==> src/rtl/serial_adder_pkg.sv <==
// Shared definitions for the bit-serial adder: FSM state encoding and default width.
package serial_adder_pkg;

    localparam int DEFAULT_WIDTH = 8;

    typedef enum logic [1:0] {
        IDLE  = 2'd0,
        SHIFT = 2'd1,
        DONE  = 2'd2
    } state_t;

endpackage

==> src/rtl/half_adder.sv <==
// Single-bit half adder cell; purely combinational.
module half_adder (
    input  logic i_a,
    input  logic i_b,
    output logic o_sum,
    output logic o_carry
);

    assign o_sum   = i_a ^ i_b;
    assign o_carry = i_a & i_b;

endmodule

==> src/rtl/serial_adder_full_adder.sv <==
// One-bit full adder built from two half_adder cells; purely combinational.
module full_adder (
    input  logic i_a,
    input  logic i_b,
    input  logic i_cin,
    output logic o_sum,
    output logic o_cout
);

    logic w_s1;
    logic w_c1;
    logic w_c2;

    half_adder u_ha0 (
        .i_a     (i_a),
        .i_b     (i_b),
        .o_sum   (w_s1),
        .o_carry (w_c1)
    );

    half_adder u_ha1 (
        .i_a     (w_s1),
        .i_b     (i_cin),
        .o_sum   (o_sum),
        .o_carry (w_c2)
    );

    assign o_cout = w_c1 | w_c2;

endmodule

==> src/rtl/serial_adder.sv <==
// Bit-serial LSB-first adder; result valid WIDTH cycles after operand acceptance.
// Result is held in DONE until out_ready; in_ready is high only in IDLE.
module serial_adder
    import serial_adder_pkg::*;
#(
    parameter int WIDTH = DEFAULT_WIDTH
) (
    input  logic             sys_clk,
    input  logic             sys_rst_n,
    input  logic             in_valid,
    output logic             in_ready,
    input  logic [WIDTH-1:0] in_a,
    input  logic [WIDTH-1:0] in_b,
    output logic             out_valid,
    input  logic             out_ready,
    output logic [WIDTH-1:0] out_sum,
    output logic             out_carry
);

    localparam int CW = $clog2(WIDTH) + 1;

    state_t           r_state;
    state_t           w_state_nxt;
    logic [WIDTH-1:0] r_a_sr;
    logic [WIDTH-1:0] r_b_sr;
    logic [WIDTH-1:0] r_sum_sr;
    logic             r_carry;
    logic [CW-1:0]    r_cnt;
    logic             r_out_valid;
    logic [WIDTH-1:0] r_out_sum;
    logic             r_out_carry;

    logic             w_s;
    logic             w_c;
    logic             w_last;
    logic             w_load;
    logic             w_shift;
    logic             w_finish;
    logic             w_consume;
    logic [WIDTH-1:0] w_sum_nxt;

    full_adder u_fa (
        .i_a    (r_a_sr[0]),
        .i_b    (r_b_sr[0]),
        .i_cin  (r_carry),
        .o_sum  (w_s),
        .o_cout (w_c)
    );

    // New sum bit enters at the MSB; written as a shift/OR so WIDTH=1 needs no special case.
    assign w_sum_nxt = (r_sum_sr >> 1) | (WIDTH'(w_s) << (WIDTH - 1));
    assign w_last    = (r_cnt == CW'(WIDTH - 1));

    always_ff @(posedge sys_clk or negedge sys_rst_n) begin
        if (!sys_rst_n) begin
            r_state <= IDLE;
        end else begin
            r_state <= w_state_nxt;
        end
    end

    always_comb begin
        w_state_nxt = r_state;
        w_load      = 1'b0;
        w_shift     = 1'b0;
        w_finish    = 1'b0;
        w_consume   = 1'b0;
        case (r_state)
            IDLE: begin
                if (in_valid) begin
                    w_load      = 1'b1;
                    w_state_nxt = SHIFT;
                end
            end
            SHIFT: begin
                w_shift = 1'b1;
                if (w_last) begin
                    w_finish    = 1'b1;
                    w_state_nxt = DONE;
                end
            end
            DONE: begin
                if (r_out_valid && out_ready) begin
                    w_consume   = 1'b1;
                    w_state_nxt = IDLE;
                end
            end
            default: w_state_nxt = IDLE;
        endcase
    end

    always_ff @(posedge sys_clk or negedge sys_rst_n) begin
        if (!sys_rst_n) begin
            r_a_sr      <= '0;
            r_b_sr      <= '0;
            r_sum_sr    <= '0;
            r_carry     <= 1'b0;
            r_cnt       <= '0;
            r_out_valid <= 1'b0;
            r_out_sum   <= '0;
            r_out_carry <= 1'b0;
        end else begin
            if (w_load) begin
                r_a_sr   <= in_a;
                r_b_sr   <= in_b;
                r_sum_sr <= '0;
                r_carry  <= 1'b0;
                r_cnt    <= '0;
            end
            if (w_shift) begin
                r_a_sr   <= r_a_sr >> 1;
                r_b_sr   <= r_b_sr >> 1;
                r_sum_sr <= w_sum_nxt;
                r_carry  <= w_c;
                r_cnt    <= r_cnt + CW'(1);
            end
            if (w_finish) begin
                r_out_sum   <= w_sum_nxt;
                r_out_carry <= w_c;
                r_out_valid <= 1'b1;
            end
            if (w_consume) begin
                r_out_valid <= 1'b0;
            end
        end
    end

    assign in_ready  = (r_state == IDLE);
    assign out_valid = r_out_valid;
    assign out_sum   = r_out_sum;
    assign out_carry = r_out_carry;

endmodule

==> config.mk <==
export PLATFORM = sky130hd
export DESIGN_NAME = serial_adder
export DESIGN_NICKNAME = d
export VERILOG_FILES = /design/src/rtl/serial_adder_pkg.sv /design/src/rtl/half_adder.sv /design/src/rtl/serial_adder_full_adder.sv /design/src/rtl/serial_adder.sv
export SDC_FILE = /design/constraint.sdc
export NUM_CORES = 1
export LEC_CHECK = 0
export CAP_MARGIN = 5
export CORE_UTILIZATION = 45
export DETAILED_ROUTE_END_ITERATION = 8
export MAX_ROUTING_LAYER = met4
export PLACE_DENSITY = 0.77
export SKIP_CTS_REPAIR_TIMING = 1
export SYNTH_ARGS = -nofsm -noshare
export SYNTH_HDL_FRONTEND = slang
export SYNTH_SLANG_ARGS = --single-unit
==> constraint.sdc <==
create_clock -name sys_clk -period 3.1 [get_ports sys_clk]
set_input_delay 0.31 -clock sys_clk [delete_from_list [all_inputs] [get_ports sys_clk]]
set_output_delay 0.31 -clock sys_clk [all_outputs]
set_load 0.005 [all_outputs]
==> impl_metrics.json <==
{
  "outcome": "complete, no violations",
  "stdcell_count": 236,
  "cts_inserted_buffers": 5,
  "die_y_um": 65.7,
  "ff_latch_area_um2": 1000,
  "viasPerCell": 5.32,
  "area_growth_pct": 20.9,
  "grt_pass1_vias": 1263,
  "n_fill_cell": 294,
  "drv_cap": 0,
  "fin_skew_ps": 5.85,
  "reg2reg_depth": 3,
  "finalSetupTns_ps": 0,
  "leakagePower_nw": 0.989,
  "finalWorstSetupSlack_ps": 1180,
  "io_buffers": 30,
  "grt_pass1_wl_um": 5570,
  "path_cells": "nand2b_4, nor3_4, mux2_2",
  "syn-cell-area_um2": 1820,
  "multiInputGateArea_um2": 708,
  "h-tree-depth": 2,
  "vias": 1256,
  "worstPathArrival_ps": 2100,
  "ys_seq_area_share_pct": 54.9,
  "syn-num-nets": 184,
  "nets": 209,
  "vdd_ir_drop_max_uv": 495,
  "cts_tree": "built",
  "track_usage_pct": 18.1,
  "cp-start-kind": "flop",
  "drc": 0,
  "core-area_um2": 3770,
  "routabilityCongestion": 0.785,
  "place_ws_ps": 1120,
  "fp.dieW_um": 65.7,
  "fmax_mhz": 520,
  "synth.avg_cell_area_um2": 11.3,
  "ys_async_sr_fraction_pct": 100,
  "critPathCaptureType": "flop",
  "initial_utilization_pct": 48.4,
  "wl_per_cell_um": 13.8,
  "slew_headroom_pct": 33.9,
  "drive_gt1_share_pct": 16.5,
  "antenna_cells": 0,
  "yosys_most_used_dff": "dfrtp_1",
  "hpwlAfterDp_um": 2190,
  "yosysTopAreaCellShare_pct": 54.9,
  "yosysMostFrequentCell": "dfrtp_1",
  "hp-class": "in2async",
  "crit_path_top_delay_cell": "nor3_4",
  "drtPass1Iterations": 4,
  "crit_required_ps": 3280,
  "ios": 31,
  "drv_slew": 0,
  "clk_latency_ps": 290,
  "place_inst": 228,
  "min_period_ps": 1920,
  "root_buffer": "clkbuf_8",
  "worstMarginPinSlew_ps": 988,
  "antenna_left": 0,
  "finalSetupViolCount": 0,
  "grt_max_degree": 41,
  "num_rows": 22,
  "grt.overflow.total": 0,
  "critical-path-max-stage-delay_ps": 620,
  "finalHoldViolCount": 0,
  "p_per_area_nw_per_um2": 1050,
  "antenna_found_initial": 0,
  "clk_pin_slew_ps": 70,
  "ys_top_cells_by_count": "dfrtp_1, nand2_1, nor2_1",
  "post-route-period-util_pct": 62.0,
  "cts_sinks": 40,
  "wl_um": 3270,
  "ys_warn_count": 0,
  "cp_max_fo": 25,
  "synth.area.top_cells": "dfrtp_1, nand2_1, mux2_4",
  "synth_edf_count": 0,
  "clockBufferDepth": 2,
  "die_area_um2": 4310,
  "yosys.area.top_type": "dfrtp_1",
  "drt_iter0_markers": 82,
  "path_class": "reg2reg",
  "yosys.cell_types.count": 29,
  "rsz0062_at_grt": "false",
  "synthCells": 162,
  "ys_seq_elements": 40
}
power by group:
part / internal (mW) / leakage, nW / total [mW] / switching [mW]
Sequential: 0.764 / 0.497 / 0.944 / 0.180
Clock: 0.284 / 0.0645 / 0.458 / 0.175
Combinational: 0.483 / 0.428 / 0.924 / 0.441
Total: 1.53 / 0.989 / 2.33 / 0.795
cells by family (layout without fill, tap and decap cells):
family	after synthesis	after routing	share of synthesized area, %
compound gates	22	22	10.5
fa+ha+maj	2	2	1.78
buf+inv	15	41	6.31
flops	40	40	54.9
mux	10	10	7.75
simple gates	73	73	18.8
state kept, by name, indices dropped and copies added, names as in the netlist:
name / cells
r_b_sr: 8
out_sum: 8
out_carry: 1
r_sum_sr: 7
r_state: 2
r_carry: 1
out_valid: 1
r_cnt: 4
r_a_sr: 8
per-stage QoR:
step	hold WS, ps	power, mW	utilization, %	area, um^2
after floorplan	14.4	1.63	-	1820
after global placement	451	1.82	55.1	2080
after detailed placement	468	1.89	55.1	2080
after CTS	153	2.35	58.5	2210
after global routing	192	2.50	58.5	2210
final	121	2.33	58.5	2210
per-layer routing:
metal | share of wire (%) | vias up | GRT usage [%]
met5 | 0 | - | -
met4 | 2.0 | 0 | 6.25
met3 | 4.1 | 5 | 6.25
met2 | 50 | 31 | 28.8
met1 | 44 | 618 | 21.1
li1 | - | 602 | -
cell usage in the layout, fill, tap and decap left out, types with 2 or more instances in the layout:
cell type	Yosys	routed
clkbuf_8	0	7
o22ai_2	7	7
clkdlybuf4s50_1	0	29
nor2_1	12	12
a22oi_1	3	3
nor3_1	11	11
o21ai_0	3	3
mux2_4	8	8
nand2_1	33	33
nand3_1	11	11
o22ai_1	4	4
inv_1	2	2
dfrtp_1	40	40
layout make-up:
type                    instances  area share [%]
flip-flops and latches         40            45.4
multi-input cells             107            32.1
repair buffers                 31            13.7
clock buffers                   7            4.37
well taps                      48            2.72
clock inverters                 1            1.36
inverters                       2           0.340
path summary, 6_finish.rpt:
kind | endpoint | from | slack [ps]
min in group sys_clk | r_a_sr[6] | r_a_sr[6] | 490
worst max-delay path | out_sum[0] | r_state[1] | 1180
worst min-delay path | out_sum[7] | sys_rst_n | 120
worst min register to register | r_a_sr[6] | r_a_sr[6] | 490
max in group asynchronous | r_sum_sr[2] | sys_rst_n | 2440
worst max register to register | out_sum[0] | r_state[1] | 1180
critical path: cells and delay by family, from the launching register on:
| kind | cells | cell delay (ps) |
|---|---|---|
| muxes | 1 | 400 |
| DFF | 1 | 460 |
| and+or+nand+nor | 2 | 940 |
Power figures use the tool's default switching activity.
